[src/rtl/eight_bit_comp_pkg.sv]
// Shared types and defaults for the bit-serial 8-bit comparator sequencer.
package eight_bit_comp_pkg;

  localparam int DEF_DATA_W = 8;
  localparam int DEF_NIB_W  = 4;
  localparam int IDX_W      = $clog2(DEF_DATA_W);

  typedef enum logic [2:0] {
    LD_A_LO = 3'd0,
    LD_A_HI = 3'd1,
    LD_B_LO = 3'd2,
    LD_B_HI = 3'd3,
    COMPARE = 3'd4,
    DONE    = 3'd5
  } state_t;

endpackage

[src/rtl/one_bit_comparator.sv]
// Single magnitude-compare cell; l/g are sticky, e survives only
// while every more-significant bit has matched.
module one_bit_comparator (
  input  logic a,
  input  logic b,
  input  logic l_in,
  input  logic g_in,
  input  logic e_in,
  output logic l_out,
  output logic g_out,
  output logic e_out
);

  assign l_out = l_in | (e_in & ~a & b);
  assign g_out = g_in | (e_in & a & ~b);
  assign e_out = e_in & ~(a ^ b);

endmodule

[src/rtl/eight_bit_comp_seq.sv]
// Nibble-load sequencer with MSB-first bit-serial compare.
// Define COMP_EARLY_EXIT_EN to leave COMPARE on the first differing bit.
module eight_bit_comp_seq
  import eight_bit_comp_pkg::*;
#(
  parameter int DATA_W = DEF_DATA_W,
  parameter int NIB_W  = DEF_NIB_W
) (
  input  logic              clk,
  input  logic              rst,
  input  logic              pb,
  input  logic [NIB_W-1:0]  Y,
  output logic [DATA_W-1:0] a_val,
  output logic [DATA_W-1:0] b_val,
  output logic              busy,
  output logic              valid,
  output logic              l,
  output logic              g,
  output logic              e,
  output logic [2:0]        stage
);

  localparam int IW = $clog2(DATA_W);
  localparam logic [IW-1:0] IDX_TOP = IW'(DATA_W - 1);

  state_t        state;
  logic          pb_q;
  logic          pb_rise;
  logic [IW-1:0] idx;
  logic          lr, gr, er;
  logic          lc, gc, ec;
  logic          fin;

  assign pb_rise = pb & ~pb_q;

  one_bit_comparator u_cmp (
    .a     (a_val[idx]),
    .b     (b_val[idx]),
    .l_in  (lr),
    .g_in  (gr),
    .e_in  (er),
    .l_out (lc),
    .g_out (gc),
    .e_out (ec)
  );

`ifdef COMP_EARLY_EXIT_EN
  assign fin = (idx == '0) | lc | gc;
`else
  assign fin = (idx == '0);
`endif

  assign stage = state;
  assign busy  = (state == COMPARE);
  assign valid = (state == DONE);

  always_ff @(posedge clk) begin
    if (rst) begin
      state <= LD_A_LO;
      pb_q  <= 1'b0;
      a_val <= '0;
      b_val <= '0;
      idx   <= '0;
      lr    <= 1'b0;
      gr    <= 1'b0;
      er    <= 1'b1;
      l     <= 1'b0;
      g     <= 1'b0;
      e     <= 1'b0;
    end else begin
      pb_q <= pb;
      unique case (state)
        LD_A_LO: if (pb_rise) begin
          a_val[NIB_W-1:0] <= Y;
          state            <= LD_A_HI;
        end
        LD_A_HI: if (pb_rise) begin
          a_val[2*NIB_W-1:NIB_W] <= Y;
          state                  <= LD_B_LO;
        end
        LD_B_LO: if (pb_rise) begin
          b_val[NIB_W-1:0] <= Y;
          state            <= LD_B_HI;
        end
        LD_B_HI: if (pb_rise) begin
          b_val[2*NIB_W-1:NIB_W] <= Y;
          idx                    <= IDX_TOP;
          {lr, gr, er}           <= 3'b001;
          state                  <= COMPARE;
        end
        COMPARE: begin
          {lr, gr, er} <= {lc, gc, ec};
          if (fin) begin
            {l, g, e} <= {lc, gc, ec};
            state     <= DONE;
          end else begin
            idx <= idx - IW'(1);
          end
        end
        DONE: if (pb_rise) begin
          // This press also carries the next operation's first nibble
          a_val[NIB_W-1:0] <= Y;
          {l, g, e}        <= 3'b000;
          state            <= LD_A_HI;
        end
        default: state <= LD_A_LO;
      endcase
    end
  end

endmodule

[config.mk]
export PLATFORM = sky130hd
export DESIGN_NAME = eight_bit_comp_seq
export DESIGN_NICKNAME = d
export VERILOG_FILES = /design/src/rtl/eight_bit_comp_pkg.sv /design/src/rtl/one_bit_comparator.sv /design/src/rtl/eight_bit_comp_seq.sv
export SDC_FILE = /design/constraint.sdc
export NUM_CORES = 1
export LEC_CHECK = 0
export CORE_UTILIZATION = 53
export DETAILED_ROUTE_END_ITERATION = 10
export PLACE_DENSITY = 0.81
export SLEW_MARGIN = 10
export SYNTH_ARGS = -nofsm -noshare
export SYNTH_HDL_FRONTEND = slang
export SYNTH_HIERARCHICAL = 1
export SYNTH_SLANG_ARGS = --single-unit
[constraint.sdc]
create_clock -name clk -period 3.1 [get_ports clk]
set_clock_uncertainty 0.1 [all_clocks]
set_input_delay 0.31 -clock clk [delete_from_list [all_inputs] [get_ports clk]]
set_output_delay 0.31 -clock clk [all_outputs]
set_load 0.1 [all_outputs]
**After elaboration in Yosys (flattened, before gate mapping)**

Index checks and enable logic that the tools add are counted.
W data, S select, Z words.

- Equal/unequal tests: 12
- Add/subtract/negate cells: 1
- Reductions and logical operators: 13
- Bitwise logic cells: 13
- Order comparisons: 1
- Multiplexer cells: 24

Operator list:

| operator | count |
|---|---|
| $mux W3 | 7 |
| $pmux W3 S5 | 1 |
| $pmux W1 S2 | 6 |
| $reduce_and A2 Y1 | 5 |
| $ne A2 B2 Y1 const B | 4 |
| $mux W1 | 7 |
| $and A1 B1 Y1 | 6 |
| $bmux W1 S3 | 2 |
| $eq A3 B2 Y1 const B | 2 |
| $eq A3 B3 Y1 const B | 2 |
| $logic_not A3 Y1 | 2 |
| $ne A2 B1 Y1 const B | 3 |
| $pmux W3 S2 | 1 |
| $reduce_and A3 Y1 | 2 |
| $reduce_and A5 Y1 | 1 |
| $lt A3 B4 Y1 const B | 1 |
| $not A1 Y1 | 4 |
| $reduce_bool A2 Y1 | 2 |
| $eq A3 B1 Y1 const B | 1 |
| $sub A3 B1 Y3 const B | 1 |
| $or A1 B1 Y1 | 2 |
| $reduce_or A2 Y1 | 1 |
| $xor A1 B1 Y1 | 1 |

- Input bits: 7
- Bits in registers: 29
- Word-level logic and storage cells: 77

**Logic depth before layout (Yosys ltp)**

Gate-level depths: netlist of run 1.

- Depth after elaboration: 8
- Mapped depth: 7
- Depth with buffers taken out: 6

**Modules after synthesis**

The synthesis of run 1 kept the hierarchy.

By module, submodules not included:

| module | area an instance (µm²) | times used | cells each |
|---|---|---|---|
| eight_bit_comp_seq | 1,373.8 | 1 | 152 |
| one_bit_comparator | 38.8 | 1 | 6 |

**Worst setup path after synthesis of run 1**

OpenSTA, ideal clock, no wires.

- Path kind: flip-flop to flip-flop
- Start: register state[2], in the netlist stage[2]
- End: register idx[0]
- Arrival: 2.563 ns
- Cell stages (with the launch flop): 6
- Path slack: 0.351 ns
- Data required time: 2.914 ns
- Cells stage by stage: dfxtp_1 > or3b_1 > clkbuf_2 > inv_1 > a221oi_1 > a211oi_1

- Word-level cells in the longest chain between the ends: 3
- Elaborated cells on any way between the ends: 7

Ends and longest elaborated chain:

| what | line | source |
|---|---|---|
| start, declared | eight_bit_comp_seq.sv:26 | `state_t state;` |
| start signal, assigned | eight_bit_comp_seq.sv:59 | `state <= LD_A_LO;` |
| start signal, assigned | eight_bit_comp_seq.sv:75 | `state <= LD_A_HI;` |
| start signal, assigned | eight_bit_comp_seq.sv:79 | `state <= LD_B_LO;` |
| $eq A3 B3 Y1 (*) | n/a |  |
| net busy | eight_bit_comp_seq.sv:15 | `output logic busy,` |
| $ne A2 B2 Y1 (no source line) / $reduce_bool A2 Y1 (equally long branches) | n/a |  |
| $reduce_and A3 Y1 (no source line) | n/a |  |
| end signal, assigned | eight_bit_comp_seq.sv:97 | `idx <= idx - IW'(1);` |
| end, declared | eight_bit_comp_seq.sv:29 | `logic [IW-1:0] idx;` |

The timed path passes the listed nets; every way through them passes the cells marked *.
A chain may end at the register's enable or synchronous reset.

**Worst setup path in the final report of run 1**

- Start: register state[2], in the netlist stage[2]
- End: output busy

- Word-level cells in the longest chain between the ends: 1

Ends and longest elaborated chain:

| what | line | source |
|---|---|---|
| $eq A3 B3 Y1 | eight_bit_comp_seq.sv:54 | `assign busy = (state == COMPARE);` |
| end, declared | eight_bit_comp_seq.sv:15 |  |

Every way passes these cells.

==> results.md, run 1 <==
* Final wirelength at 3.45 mm
* Total track usage at 27.4%
* Layout cell share with drive strength beyond 1 at between 20% and 30%
* Detailed-router iteration count before antenna repair at 4
* Initial antenna violation count at 0
* Startpoint types: register
* Insertion delay to the later sink of the worst-skew pair at 0.34 ns
* P per Cell Area at ~460 mW/mm²
* Clock-pin slew on the worst setup and hold paths at 0.09 ns
* Total Power at 0.000782 W
* Starting Density at 56.5%
* Placed cell count at approximately 210
* Grt ovf at 0
* YS warnings at 6
* Post-layout min period at about 2.4 ns
* Worst Hold Class: register to register
* Mapped Area at approximately 0.0014 mm²
* Flop-to-flop setup slack at 0.99 ns
* Via density per instance at 6.15
* Register area share after synthesis at 41.1%
* Crit Path Max Fanout at 14
* Final RePlAce weighted congestion at 0.816
* Crit. End Element: output pin
* RSZ-0062 raised after global routing: no
* Largest net degree at the start of global routing at 22
* Most frequent cells in the layout: dfxtp_1 (29), buf_4 (25), a21oi_1 (20), nand3_1 (17), o21ai_0 (17)
* Setup CP Type: register to output pin
* Clock buffer depth at 2
* CTS H-tree depth at 2
* Synth unique cells at 36
* Arr. time, crit path at 2.04 ns
* Critical R2R Capture: er
* Hold Crit Depth at 2
* Antenna Nets Post-Route at 0
* Rel. slew slack at 54.6%
* Least-Margin Pin Slew at 0.681 ns
* Yosys reg bits at 29
* Commonest non-fill, non-tap cell in the layout: dfxtp_1
* Max IR drop VDD at 0.000376 V
* Syn_area_per_cell at 8.94 µm²
* Hold endpoint: l
* Buffers on Ports at 30
* Final HPWL DP at 2.47 mm
* Net count after synthesis at between 150 and 200
* First-pass GRT wire length at 5.49 mm
* WL/cell at 16.1 µm
* Fmax at 409 MHz
* Initial DRC count at 39
* Tcrit/Tclk final at 78.9%
* Chip Height at roughly 54 µm
* Maxcap violations at 0
* R2R cell count at 6
* Setup Fix Bufs, Post-CTS at 0
* CTS buffer count at 5
* Final setup vio count at 0
* WHS at 0.386 ns
* Status: completed
* Max-slew violations at 0
* Clk root buf: clkbuf_4
* Reg2reg start: idx[0]
* Nets@finish at 193
* Area of the core at 0.00250 mm²
* DR vias at 1316
* Die W at 53.6 µm
* Clk sinks at 29
* Cells after Synth at between 150 and 200
* Worst Path Required at 2.69 ns
* Die ar. at about 0.0029 mm²
* DRC viols at 0
* Pleak at 0.628 nW
* Post-Route Setup TNS at 0 ns
* Row count at 18
* Gates resized, CTS repair at 0
* Final hold violations at 0
* Final Non-Filler Cells at 214
* Cts hold-fix bufs at 0
* Antenna cells at 0
* Hold Startpoint: l
* Vias in the first global route at 1153
* Area Growth Syn to Fin at 20.6%
* CTS tree: built
* I/O pin count at 31
==> through the flow <==
step	cell area, µm²	worst slack, ns	utilization (%)
final	1700	0.655	68.2
after global routing	1700	0.546	68.2
after CTS	1700	0.689	68.2
after detailed placement	1650	0.990	66.0
after global placement	1650	0.995	66.0
after floorplan	1410	0.351	-
==> cells in the mapped netlist (all sizes together) <==
cell / instances / area share, %
dfxtp: 29 / 41
a21oi: 20 / 7.1
nand3: 17 / 6.0
o21ai: 17 / 6.0
clkbuf: 8 / 2.2
inv: 6 / 1.6
nand2b: 6 / 2.7
a211oi: 4 / 2.1
buf: 4 / 1.2
mux4: 4 / 6.4
nand2: 4 / 1.1
or3b: 4 / 2.5
nor2b: 3 / 1.3
o2bb2ai: 3 / 1.9
xnor2: 3 / 1.9
a221oi: 2 / 1.2
ha: 2 / 1.8
mux2: 2 / 1.6
nor2: 2 / 0.53
nor3: 2 / 0.71
nor3b: 2 / 1.1
o211ai: 2 / 1.1
o21bai: 2 / 1.1
a2111oi: 1 / 0.62
a31o: 1 / 0.62
a31oi: 1 / 0.44
and2: 1 / 0.44
and3: 1 / 0.44
and4bb: 1 / 0.89
nand3b: 1 / 0.53
nand4bb: 1 / 0.80
or4: 1 / 0.53
xor2: 1 / 0.62
==> per-layer routing <==
layer	track usage, %	share of wire, %
met5	0	0
met1	33.8	45
met3	9.60	6.3
met2	45.0	47
met4	7.46	1.4
==> worst max path at each step <==
stage                  start     end  slack [ns]
finish              stage[2]    busy        0.65
global route        stage[2]    busy        0.55
global placement      idx[0]      er         1.0
CTS                 stage[2]    busy        0.69
detailed placement    idx[0]      er        0.99
floorplan           stage[2]  idx[0]        0.35
==> critical path: stages, from the launching register on <==
cell and delay [ns]:
dfxtp_1 0.61, or3b_1 0.53, inv_1 0.22, buf_4 0.33
==> report_power, final <==
part | leakage (nW) | internal (W) | total, W | switching (W)
Clock | 0.0314 | 0.000107 | 0.000235 | 0.000128
Combinational | 0.362 | 0.0000414 | 0.000148 | 0.000107
Sequential | 0.235 | 0.000382 | 0.000399 | 0.0000166
==> registers in the layout, indices dropped and copies added, names as in the netlist, 3 cells and up <==
register and count:
b_val 8, stage 3, a_val 8, idx 3
==> cell type report <==
class / count / area [µm²]
Timing Repair Buffer: 31 / 248
Inverter: 6 / 22.5
Fill cell: 201 / 796
Multi-Input combinational cell: 111 / 761
Clock buffer: 7 / 55.1
Sequential cell: 29 / 581
Tap cell: 30 / 37.5
==> logic make-up (layout without fill, tap and decap cells) <==
logic type / count (synthesis) / after routing / synth area share, %
compound gates: 53 / 53 / 22.1
simple gates: 46 / 46 / 19.5
flops: 29 / 29 / 41.1
buf+inv: 18 / 44 / 5.05
mux: 6 / 6 / 7.97
xor+xnor: 4 / 4 / 2.48
fa+ha+maj: 2 / 2 / 1.77
(Power assumes the default switching activity.)
==> run 2: changes to the inputs <==
- CORE_UTILIZATION: 53 -> 45
- PLACE_DENSITY: 0.81 -> 0.73
- clock period: 3.1 -> 2.15 ns (I/O delays scaled with it)
==> run 2 against run 1 <==
  * The flow now finishes with violations (DRC)
  * Sequential share of layout area fell by 0.45 points
  * Register-to-register slack lost 0.79 ns
  * Worst hold slack worse by 0.0025 ns
  * Clock power up 31%
  * Total power grew 41%
  * Critical path type unchanged
  * Critical endpoint unchanged
==> results.md, run 2 (same netlist as run 1, synthesis figures left out) <==
* Finished Core Util at 61.6%
* Final setup vio count at 0
* Final wirelength at approximately 3.6 mm
* Flop-to-flop setup slack at 0.20 ns
* Tcrit/Tclk final at approximately 95%
* DRC viols at 1
* Post-layout min period at 2.04 ns
* Nets@finish at about 200
* I/O pin count at 31
* Worst Hold Class: register to register
* Die W at 58.0 µm
* Chip Height at 58.0 µm
* Largest net degree at the start of global routing at 22
* Crit. End Element: output pin
* Area of the core at about 0.0029 mm²
* Total track usage at 22.5%
* Clk root buf: clkbuf_4
* WL/cell at 16.3 µm
* P per Cell Area at about 630 mW/mm²
* Buffers on Ports at 30
* GR Util met1 at 29.9%
* Part of the power in combinational logic at 19.9%
* Failing checks: DRC
* Setup CP Type: register to output pin
* Psw at ~0.00037 W
* Crit Path Max Fanout at 14
* Initial antenna violation count at 0
* Top flop regs: a_val x8, b_val x8
* Clk sinks at 29
* CTS buffer count at 5
* Final Non-Filler Cells at between 200 and 250
* Startpoint types: register
* Clock buffer depth at 2
* Fillers at about 260
* Fmax at 490 MHz
* Antenna cells at 0
* First-pass GRT wire length at around 5.7 mm
* CTS tree: built
* Pleak at between 0.6 and 0.7 nW
* Cell Area, Placed at 0.00170 mm²
* Most frequent cells in the layout: dfxtp_1 (25), buf_4 (25), a21oi_1 (20), nand3_1 (17), o21ai_0 (17)
* Setup Fix Bufs, Post-CTS at 0
* Final instance area at around 0.0018 mm²
* Gates resized, CTS repair at 0
* Max-slew violations at 0
* CTS H-tree depth at 2
* Starting Density at 49.5%
* WHS at 0.384 ns
* Switching share of power at 33.1%
* RSZ-0062 raised after global routing: no
* Maxcap violations at 0
* Final HPWL DP at 2.59 mm
* Global-route met2 utilization at 34.5%
* Cts hold-fix bufs at 0
* Rel. slew slack at 69.0%
* Final RePlAce weighted congestion at 0.846
* Vias in the first global route at 1191
* Final hold violations at 0
* Area Growth Syn to Fin at 24.4%
* GRT met3 Usage at 6.25%
* Sequential share of power at 52.2%
* Initial DRC count at 63
* Insertion delay to the later sink of the worst-skew pair at 0.32 ns
* Row count at 19
* Max IR drop VDD at 0.000409 V
* Least-Margin Pin Slew at 0.464 ns
* Die ar. at ~0.0034 mm²
* Layout cell share with drive strength beyond 1 at 26.7%
* Clock-pin slew on the worst setup and hold paths at 0.09 ns
* Grt ovf at 0
* Worst Path Required at 1.84 ns
* Clock power frac at between 20 and 30%
* Grt peak-use layer: met2
* Detailed-router iteration count before antenna repair at 8
* Post-Route Setup TNS at 0 ns
* Cell-internal power at around 0.00074 W
* Arr. time, crit path at about 1.7 ns
* Via density per instance at 6.14
* Placed cell count at 210
* DR vias at approximately 1300
* Antenna Nets Post-Route at 0
* Status: finished with violations
run 2: layer usage:
layer	share of wire, %	vias up	wire length (µm)
met1	44	642	1570
met4	1.7	0	61
li1	-	637	-
met2	48	54	1690
met5	0	-	0
met3	6.3	6	223
run 2: final cells by class:
type,count,area (µm²),area share (%)
clock buffer,6,41.3,2.35
clock inverter,2,10.0,0.570
inverter,6,26.3,1.50
multi-input combinational,111,762,43.4
sequential,29,591,33.6
tap,31,38.8,2.21
timing repair buffer,33,288,16.4
run 2: stage by stage:
stage | setup WS, ns | total power [W]
floorplan | 0.00357 | 0.000746
detailed placement | 0.0955 | 0.000806
global route | 0.0339 | 0.00115
global placement | 0.171 | 0.000801
finish | 0.109 | 0.00110
CTS | 0.0701 | 0.00111
run 2: path summary, 6_finish.rpt:
check	from	endpoint	depth (start not counted)
hold reg to reg	l	l	2
setup / recovery	stage[2]	busy	3
setup reg to reg	idx[0]	er	6
hold / removal	l	l	2
run 2: worst max-delay path, cell delays in order, from the launching register on:
cell        delay (ns)
dfxtp_2           0.48
or3b_1            0.53
clkinvlp_4        0.21
buf_12            0.19
run 2: power groups by stage:
stage	sequential, W	clock [W]	combinational [W]
after global routing	0.000579	0.000345	0.000230
final	0.000576	0.000309	0.000219
after floorplan	0.000664	0	0.0000816
after global placement	0.000587	0	0.000213
after CTS	0.000576	0.000320	0.000218
after detailed placement	0.000588	0	0.000218
==> run 3: changes to the inputs <==
- CORE_UTILIZATION: 45 -> 35
- PLACE_DENSITY: 0.73 -> 0.59
==> run 3 against run 2 <==
  * The flow now finishes without violations
  * Clock power is 40% higher
  * Critical path depth stayed put
  * Design area grew 2.8%
  * Combinational power hardly changed
  * Maximum frequency rose by 2.4%
  * Worst hold slack worse by 0.0045 ns
  * Die area increased by 28%
  * Setup slack improved by 0.048 ns
  * Total power increased by 11%
  * Highest routed layer unchanged
==> results.md, run 3 (same netlist as run 1, synthesis figures left out) <==
* Crit-path cells: or3b_1, clkinvlp_4, buf_12
* Fillers at 376
* Final HPWL DP at 2.63 mm
* Worst path max stage delay at 0.52 ns
* Max IR drop VDD at 0.000339 V
* Hold Crit Depth at 2
* CTS H-tree depth at 2
* Clk sinks at 29
* Tcrit/Tclk final at 92.7%
* R2R cell count at 6
* Reg2reg start: idx[0]
* DR vias at about 1300
* Worst Path Required at 1.84 ns
* Hold Startpoint: e
* Arr. time, crit path at 1.68 ns
* Initial antenna violation count at 0
* Area Growth Syn to Fin at 27.9%
* CTS buffer count at 5
* Total track usage at 18.6%
* Top flop regs: a_val x8, b_val x8
* RSZ-0062 raised after global routing: no
* Antenna cells at 0
* Buffers on Ports at 30
* Clk root buf: clkbuf_8
* Starting Density at 37.5%
* Final hold violations at 0
* Pleak at 0.643 nW
* First-pass GRT wire length at between 5 and 6 mm
* Post-Route Setup TNS at 0 ns
* Die W at about 66 µm
* Critical R2R Capture: er
* Rel. slew slack at 71.1%
* Startpoint types: register
* Clock buffer depth at 2
* Initial DRC count at 52
* Row count at 22
* Nets@finish at approximately 200
* Area of the core at 0.00377 mm²
* Most frequent cells in the layout: dfxtp_1 (25), buf_4 (25), a21oi_1 (20), nand3_1 (17), o21ai_0 (17)
* Via density per instance at 5.66
* Post-layout min period at approximately 2 ns
* Fmax at approximately 500 MHz
* Antenna Nets Post-Route at 0
* Worst Hold Class: register to register
* Chip Height at ~66 µm
* Least-Margin Pin Slew at 0.432 ns
* Slowest CP cell: or3b_1
* Final setup vio count at 0
* Crit. End Element: output pin
* I/O pin count at 31
* DRC viols at 0
* Register area at 591 µm²
* Insertion delay to the later sink of the worst-skew pair at about 0.29 ns
* WL/cell at ~15 µm
* Maxcap violations at 0
* Final wirelength at roughly 3.6 mm
* Flop-to-flop setup slack at 0.21 ns
* Hold endpoint: e
* Crit Path Max Fanout at 14
* P per Cell Area at 680 mW/mm²
* Area of the multi-input gates at 762 µm²
* Cts hold-fix bufs at 0
* Final RePlAce weighted congestion at 0.838
* Layout cell share with drive strength beyond 1 at 25.7%
* Grt ovf at 0
* Die ar. at 0.00429 mm²
* Detailed-router iteration count before antenna repair at 4
* Vias in the first global route at about 1200
* Setup CP Type: register to output pin
* Largest net degree at the start of global routing at 22
* Status: completed
* Clock-pin slew on the worst setup and hold paths at 0.06 ns
* Max-slew violations at 0
* CTS tree: built
* Finished Core Util at 47.9%
[run 3: area by class of cell]
| cell class | count | share of cell area [%] |
|---|---|---|
| multi-input combinational | 111 | 42.2 |
| tap | 48 | 3.32 |
| sequential | 29 | 32.7 |
| clock buffer | 8 | 4.43 |
| timing repair buffer | 33 | 15.9 |
| inverter | 6 | 1.45 |
[run 3: how the worst max path moves through the flow]
stage          startpoint    to  slack (ns)  cells after the start
4_1_cts            idx[0]    er        0.07                      6
3_5_place_dp       idx[0]    er        0.09                      6
6_report         stage[2]  busy        0.16                      3
2_1_floorplan    b_val[7]    er       0.004                      6
5_1_grt            idx[0]    er        0.08                      6
3_3_place_gp       idx[0]    er        0.16                      6
[run 3: metal layers]
| layer | GRT usage [%] | vias to the layer above | part of all wire (%) |
|---|---|---|---|
| met2 | 29.5 | 60 | 47 |
| met5 | 0 | - | 0 |
| met1 | 23.3 | 625 | 44 |
| met4 | 7.61 | 0 | 1.8 |
| met3 | 5.56 | 5 | 6.5 |
| li1 | - | 641 | - |
[run 3: power breakdown]
part,switching (W),internal [W]
registers,0.0000255,0.000552
clock network,0.000205,0.000229
logic,0.000154,0.0000630
[run 3: critical path, delay by kind of cell (launching register included)]
family,cells,cell delay (ns)
buf+inv,2,0.39
flops,1,0.47
simple gates,1,0.52
[run 3: stage by stage]
step	power [W]	cells	hold WS, ns	setup slack, ns	cell area, µm²
6_report	0.00123	235	0.379	0.158	1810
5_1_grt	0.00128	235	0.404	0.0796	1810
3_5_place_dp	0.000806	227	0.370	0.0937	1730
3_3_place_gp	0.000804	227	0.374	0.163	1730
4_1_cts	0.00123	235	0.380	0.0743	1810
2_1_floorplan	0.000746	158	0.243	0.00357	1430
[run 3: what timing repair did]
item | in CTS | in global routing
resized for setup | 0 | 1
endpoints found under the setup margin | 0 | 1
buffers inserted | 0 | 0
